===== src/rtl/div_tc_32_16_seq_pkg.sv =====
// Shared definitions for the sequential signed 32/16 divider: sizes, state
// encoding, the divide-by-zero quotient and the full-adder cell helpers.
`timescale 1ns/1ps
package div_tc_32_16_seq_pkg;

    localparam int DW_DEF = 32;
    localparam int VW_DEF = 16;
    localparam int CNT_W  = $clog2(DW_DEF);

    localparam logic [1:0] ST_IDLE = 2'd0;
    localparam logic [1:0] ST_CALC = 2'd1;
    localparam logic [1:0] ST_FIX  = 2'd2;

    localparam logic [DW_DEF-1:0] DBZ_QUOT = {DW_DEF{1'b1}};

    function automatic logic fa_carry(input logic a, input logic b, input logic ci);
        return (a & b) | (a & ci) | (b & ci);
    endfunction

    // Full adder cell: returns {carry_out, sum}
    function automatic logic [1:0] fa(input logic a, input logic b, input logic ci);
        return {fa_carry(a, b, ci), a ^ b ^ ci};
    endfunction

endpackage


===== src/rtl/div_tc_32_16_seq_step.sv =====
// One restoring division step: trial-subtract the divisor magnitude from the
// shifted partial remainder with a ripple of full adders, keep it if no borrow.
`timescale 1ns/1ps
module div_step
    import div_tc_32_16_seq_pkg::*;
#(
    parameter int VW = VW_DEF
) (
    input  logic [VW:0]   rem_in,
    input  logic [VW:0]   dvs,
    output logic [VW-1:0] rem_out,
    output logic          q_bit
);

    logic [VW:0]   carry_s;
    logic [VW-1:0] diff_s;

    assign carry_s[0] = 1'b1;

    for (genvar i = 0; i < VW; i++) begin : g_fa
        assign {carry_s[i+1], diff_s[i]} = fa(rem_in[i], ~dvs[i], carry_s[i]);
    end

    // The top difference bit is always zero when kept, so only its carry matters
    assign q_bit   = fa_carry(rem_in[VW], ~dvs[VW], carry_s[VW]);
    assign rem_out = q_bit ? diff_s : rem_in[VW-1:0];

endmodule


===== src/rtl/div_tc_32_16_seq.sv =====
// Iterative signed divider, 32-bit dividend by 16-bit divisor: restoring
// division on magnitudes, one quotient bit per clock, sign fix-up at the end.
`timescale 1ns/1ps
module div_tc_32_16_seq
    import div_tc_32_16_seq_pkg::*;
#(
    parameter int DW = DW_DEF,
    parameter int VW = VW_DEF
) (
    input  logic          clk,
    input  logic          rst_n,
    input  logic          start,
    input  logic [DW-1:0] dividend,
    input  logic [VW-1:0] divisor,
    output logic          in_ready,
    output logic          out_valid,
    output logic [DW-1:0] quotient,
    output logic [VW-1:0] remainder,
    output logic          dbz,
    output logic          ovf
);

    localparam int CW = $clog2(DW);

    logic [1:0]    state_q, state_d;
    logic [CW-1:0] cnt_q, cnt_d;
    logic [DW-1:0] dvd_q, dvd_d;
    logic [VW-1:0] rem_q, rem_d;
    logic [VW:0]   dvs_q, dvs_d;
    logic [VW-1:0] raw_lo_q, raw_lo_d;
    logic          quo_neg_q, quo_neg_d;
    logic          rem_neg_q, rem_neg_d;
    logic          op_dbz_q, op_dbz_d;
    logic          op_ovf_q, op_ovf_d;
    logic [DW-1:0] quotient_q, quotient_d;
    logic [VW-1:0] remainder_q, remainder_d;
    logic          dbz_q, dbz_d;
    logic          ovf_q, ovf_d;
    logic          out_valid_q, out_valid_d;

    logic [VW:0]   step_rem_in_s;
    logic [VW-1:0] step_rem_out_s;
    logic          step_qbit_s;
    logic [DW-1:0] dvd_mag_s;
    logic [VW-1:0] dvs_mag_s;

    // The dividend register doubles as the quotient shift register
    assign step_rem_in_s = {rem_q, dvd_q[DW-1]};

    div_step #(.VW(VW)) u_step (
        .rem_in  (step_rem_in_s),
        .dvs     (dvs_q),
        .rem_out (step_rem_out_s),
        .q_bit   (step_qbit_s)
    );

    // Unsigned magnitudes: -2^31 and -2^15 map to their exact unsigned values
    assign dvd_mag_s = dividend[DW-1] ? (-dividend) : dividend;
    assign dvs_mag_s = divisor[VW-1]  ? (-divisor)  : divisor;

    assign in_ready  = (state_q == ST_IDLE);
    assign out_valid = out_valid_q;
    assign quotient  = quotient_q;
    assign remainder = remainder_q;
    assign dbz       = dbz_q;
    assign ovf       = ovf_q;

    // Next-state and datapath control for accept, iterate and sign fix-up
    always_comb begin
        state_d     = state_q;
        cnt_d       = cnt_q;
        dvd_d       = dvd_q;
        rem_d       = rem_q;
        dvs_d       = dvs_q;
        raw_lo_d    = raw_lo_q;
        quo_neg_d   = quo_neg_q;
        rem_neg_d   = rem_neg_q;
        op_dbz_d    = op_dbz_q;
        op_ovf_d    = op_ovf_q;
        quotient_d  = quotient_q;
        remainder_d = remainder_q;
        dbz_d       = dbz_q;
        ovf_d       = ovf_q;
        out_valid_d = 1'b0;
        case (state_q)
            ST_IDLE: begin
                if (start) begin
                    state_d   = ST_CALC;
                    cnt_d     = CW'(DW - 1);
                    dvd_d     = dvd_mag_s;
                    rem_d     = {VW{1'b0}};
                    dvs_d     = {1'b0, dvs_mag_s};
                    raw_lo_d  = dividend[VW-1:0];
                    quo_neg_d = dividend[DW-1] ^ divisor[VW-1];
                    rem_neg_d = dividend[DW-1];
                    op_dbz_d  = (divisor == {VW{1'b0}});
                    op_ovf_d  = (dividend == {1'b1, {(DW-1){1'b0}}}) &&
                                (divisor == {VW{1'b1}});
                end else begin
                    state_d = ST_IDLE;
                end
            end
            ST_CALC: begin
                dvd_d = {dvd_q[DW-2:0], step_qbit_s};
                rem_d = step_rem_out_s;
                if (cnt_q == {CW{1'b0}}) begin
                    state_d = ST_FIX;
                end else begin
                    cnt_d = cnt_q - CW'(1);
                end
            end
            ST_FIX: begin
                state_d     = ST_IDLE;
                out_valid_d = 1'b1;
                dbz_d       = op_dbz_q;
                ovf_d       = op_ovf_q;
                if (op_dbz_q) begin
                    quotient_d  = DW'(DBZ_QUOT);
                    remainder_d = raw_lo_q;
                end else begin
                    quotient_d  = quo_neg_q ? (-dvd_q) : dvd_q;
                    remainder_d = rem_neg_q ? (-rem_q) : rem_q;
                end
            end
            default: begin
                state_d = ST_IDLE;
            end
        endcase
    end

    // State and output registers with synchronous active-low reset
    always_ff @(posedge clk) begin
        if (!rst_n) begin
            state_q     <= ST_IDLE;
            cnt_q       <= {CW{1'b0}};
            dvd_q       <= {DW{1'b0}};
            rem_q       <= {VW{1'b0}};
            dvs_q       <= {(VW+1){1'b0}};
            raw_lo_q    <= {VW{1'b0}};
            quo_neg_q   <= 1'b0;
            rem_neg_q   <= 1'b0;
            op_dbz_q    <= 1'b0;
            op_ovf_q    <= 1'b0;
            quotient_q  <= {DW{1'b0}};
            remainder_q <= {VW{1'b0}};
            dbz_q       <= 1'b0;
            ovf_q       <= 1'b0;
            out_valid_q <= 1'b0;
        end else begin
            state_q     <= state_d;
            cnt_q       <= cnt_d;
            dvd_q       <= dvd_d;
            rem_q       <= rem_d;
            dvs_q       <= dvs_d;
            raw_lo_q    <= raw_lo_d;
            quo_neg_q   <= quo_neg_d;
            rem_neg_q   <= rem_neg_d;
            op_dbz_q    <= op_dbz_d;
            op_ovf_q    <= op_ovf_d;
            quotient_q  <= quotient_d;
            remainder_q <= remainder_d;
            dbz_q       <= dbz_d;
            ovf_q       <= ovf_d;
            out_valid_q <= out_valid_d;
        end
    end

endmodule


===== config.mk =====
export PLATFORM = sky130hd
export DESIGN_NAME = div_tc_32_16_seq
export DESIGN_NICKNAME = d
export VERILOG_FILES = /design/src/rtl/div_tc_32_16_seq_pkg.sv /design/src/rtl/div_tc_32_16_seq_step.sv /design/src/rtl/div_tc_32_16_seq.sv
export SDC_FILE = /design/constraint.sdc
export NUM_CORES = 1
export LEC_CHECK = 0
export BUFFER_PORTS_ARGS = -buffer_cell sky130_fd_sc_hd__buf_4
export CAP_MARGIN = 40
export CORE_UTILIZATION = 55
export CTS_BUF_LIST = sky130_fd_sc_hd__clkbuf_4
export DETAILED_ROUTE_END_ITERATION = 8
export PLACE_DENSITY = 0.84
export SLEW_MARGIN = 20
export SYNTH_ARGS = -nofsm -noshare
export SYNTH_HDL_FRONTEND = slang
export SYNTH_SLANG_ARGS = --single-unit
export TNS_END_PERCENT = 5

===== constraint.sdc =====
create_clock -name clk -period 18.3 [get_ports clk]
set_input_delay 0.915 -clock clk [delete_from_list [all_inputs] [get_ports clk]]
set_output_delay 0.915 -clock clk [all_outputs]
set_load 0.05 [all_outputs]

==> key figures <==
Run status
  • Run status: finished, final reports clean

CTS
  • Number of hold-repair buffers added at the cts stage: 0
  • Number of buffers inserted during clock tree synthesis: 17
  • Clock-pin slew of the registers on the worst-case setup and hold paths: 0.14 ns
  • CTS tree: done
  • Worst-case clock buffer depth: 2
  • Count of instances resized after the clock tree is built: 0
  • Clock network latency to the later pin of the worst-skew pair: between 0.5 and 0.6 ns
  • Clock tree root buffer cell: sky130_fd_sc_hd__clkbuf_4
  • Clk sinks: around 140
  • Total number of H-tree levels: 4
  • Number of buffers inserted by post-CTS setup repair: 0

Global route
  • First-pass GRT wire length: between 30 and 40 mm
  • Pin count of the biggest net entering global routing: 74
  • Number of global-route vias before repair: 7060
  • Aggregate global-route resource usage: 29.3%
  • Overall overflow remaining after global route: 0
  • Number of antenna violations at the first check in global routing: 1

Worst setup path
  • Crit path kind: reg2reg
  • Crit path max-delay family: adder cells
  • Library cell appearing most often on the critical path: sky130_fd_sc_hd__fa_1
  • Crit-path max cell delay: approximately 0.44 ns
  • Element type at the critical path end: register
  • Worst-path maximum fanout: 18
  • Buf+Inv Stages, Crit Path: 6
  • Element type at the critical path start: register
  • Data required time of the worst path: approximately 19 ns
  • Slowest-stage cell, CP: sky130_fd_sc_hd__or2_2
  • Worst path arrival time: 7.70 ns

Routing
  • Vias per Instance: around 6.2
  • Vias: ~8000
  • Total wire length after detailed routing: roughly 21 mm
  • First-pass iteration count of the detailed router: 6
  • Number of remaining DRC errors: 0
  • Final ANT Viol Nets: 0
  • Per-cell routed wire length: ~17 um
  • Number of violations reported at the end of detailed-routing iteration 0: a little under 900

Power
  • Part of the total power dissipated in combinational logic: ~30%
  • Switching fraction of total power: 38.0%
  • IR Drop Worst-Case VDD: ~0.000046 V
  • Internal power contribution: a little under 0.5 mW
  • Part of the total power dissipated in the clock network: 24.7%
  • Power density relative to cell area: roughly 87 nW/um^2
  • Net Switching: 0.302 mW
  • Static Leak: between 3 and 4 nW
  • Part of the power in registers: between 40% and 50%

Worst hold path
  • Class of the tightest hold or removal check: reg2reg

Run
  • Reported max-cap violation count: 0

Synth
  • Share of the synthesized area in the top cell type: between 30% and 40%
  • Synth cell types: 60
  • Number of synthesized register bits: roughly 140
  • Mean post-synth cell area: 7.97 um^2
  • Top cells by area in the synthesized netlist: sky130_fd_sc_hd__dfxtp_1 (35%), sky130_fd_sc_hd__a21oi_1 (6.3%), sky130_fd_sc_hd__nand2_1 (5.4%), sky130_fd_sc_hd__xor2_1 (4.8%), sky130_fd_sc_hd__fa_1 (3.7%)
  • Sequential area share after synthesis: 35.3%
  • Library cell occupying the most area in the post-synthesis netlist: sky130_fd_sc_hd__dfxtp_1
  • Post-Synthesis Cells: 1012
  • Commonest cells in the synthesized netlist: sky130_fd_sc_hd__dfxtp_1 (142), sky130_fd_sc_hd__nand2_1 (116), sky130_fd_sc_hd__a21oi_1 (102), sky130_fd_sc_hd__clkbuf_1 (70), sky130_fd_sc_hd__nor2_1 (66)
  • Synth async-reset ratio: 0%
  • Combined area of all synthesized cells: about 8000 um^2
  • Most instantiated flip-flop cell in the synthesis netlist: sky130_fd_sc_hd__dfxtp_1
  • Syn nets: between 1000 and 1500
  • Warning count from the yosys run: 0
  • Number of flops mapped to enable cells by yosys: 0
  • Most frequent cell after synthesis: sky130_fd_sc_hd__dfxtp_1

Floorplan
  • Chip height: approximately 120 um
  • Std-Cell Core Area: 14100 um^2
  • Die area: 15100 um^2
  • Floorplan row count: 43
  • X dimension of the die: around 120 um
  • Initial core utilization: about 57%
  • Number of I/O pins: just over 100

Placement
  • Area after DPL: 8860 um^2
  • DP HPWL: about 15 mm
  • Routability-driven placement congestion ratio: slightly below 0.9
  • Port Buf Inserts: around 100

Timing
  • Peak clock frequency supported by timing: 138 MHz
  • Setup TNS: 0 ns
  • Number of setup violations in the final report: 0
  • Unrepaired setup endpoints after global routing: no
  • Hold Violations, Final: 0
  • Max-slew headroom: between 40 and 50%
  • Slew Viols, Final: 0
  • Clock period minus final worst setup slack: 7.24 ns
  • Post-route clock period utilization: between 30% and 40%
  • Setup Skew: slightly above 0.02 ns
  • Worst slew pin tran: 0.785 ns

Layout
  • Final design area excluding fillers: slightly above 9000 um^2
  • Fill cells: between 1000 and 1500
  • Area occupied by multi-input gates: between 4000 and 5000 um^2
  • Seq. cell area: around 2800 um^2
  • Proportion of layout cells with a drive suffix above 1: approximately 16%
  • Net total in the final layout: 1140
  • Area grow syn2layout: 13.6%
power by group through the flow:
stage,Sequential [mW],Combinational (mW),Clock (mW)
3_3_place_gp,0.365,0.221,0
5_1_grt,0.363,0.263,0.213
4_1_cts,0.360,0.230,0.198
2_1_floorplan,0.363,0.167,0
3_5_place_dp,0.367,0.228,0
6_report,0.359,0.238,0.196
layout by cell type, fill, tap and decap left out, drive strengths merged, types with 22 or more instances in the layout:
cell   Yosys  routed
o41ai     22      22
nand2    116     116
inv       43      49
o21ai     58      58
buf       11     115
xor2      44      44
nor2      66      66
nand3     27      27
dfxtp    142     142
a21oi    102     102
xnor2     32      32
path summary, 6_finish.rpt:
kind	from	cells after the start	endpoint	slack, ns
setup reg to reg	dvd_q[31]$_SDFFE_PN0P_	27	rem_q[12]$_SDFFE_PN0P_	11.06
hold / removal	raw_lo_q[7]$_SDFFE_PN0P_	2	raw_lo_q[7]$_SDFFE_PN0P_	0.46
hold reg to reg	raw_lo_q[7]$_SDFFE_PN0P_	2	raw_lo_q[7]$_SDFFE_PN0P_	0.46
setup / recovery	dvd_q[31]$_SDFFE_PN0P_	27	rem_q[12]$_SDFFE_PN0P_	11.06
through the flow:
step           setup WS [ns]  hold WS [ns]  util [%]  instances  total power [mW]
3_3_place_gp           11.03         0.441      62.6       1222             0.587
6_report               11.06         0.463      65.0       1260             0.793
5_1_grt                10.73         0.480      65.0       1260             0.839
4_1_cts                10.78         0.463      64.8       1256             0.788
2_1_floorplan          11.27         0.431         -       1012             0.530
3_5_place_dp           10.89         0.445      62.9       1224             0.595
kinds of logic after synthesis:
group           count (synthesis)  synth area share, %
simple gates                  334                 20.3
compound gates                296                 23.3
flops                         142                 35.3
buf+inv                       125                 5.94
xor+xnor                       76                 8.25
fa+ha+maj                      23                 4.97
mux                            16                 1.99
area by class of cell:
type / instances / area share (%)
Multi-Input combinational cell: 745 / 52.0
Sequential cell: 142 / 31.0
Timing Repair Buffer: 116 / 9.82
Tap cell: 180 / 2.46
Inverter: 44 / 1.80
Clock inverter: 15 / 1.50
Clock buffer: 17 / 1.39
Antenna cell: 1 / 0.0273
sequential cells by signal, indices dropped and copies added (netlist names), 2 cells and up:
register   count
dvd_q         32
rem_q         16
raw_lo_q      16
remainder     16
cnt_q          5
quotient      32
state_q        2
dvs_q         16
worst register-to-register path: cells and delay by family (launching register included):
kind | cells | cell delay [ns]
simple gates | 3 | 0.62
buf+inv | 6 | 0.41
compound gates | 2 | 0.26
fa+ha+maj | 16 | 5.51
flops | 1 | 0.34
metal layers:
layer	share of wire, %	GRT usage, %	vias up
met5	0	0	-
met4	2.6	12.1	0
met3	8.0	5.44	49
met2	46	45.8	351
met1	43	39.7	3682
li1	-	-	3743
(Power assumes the default switching activity.)
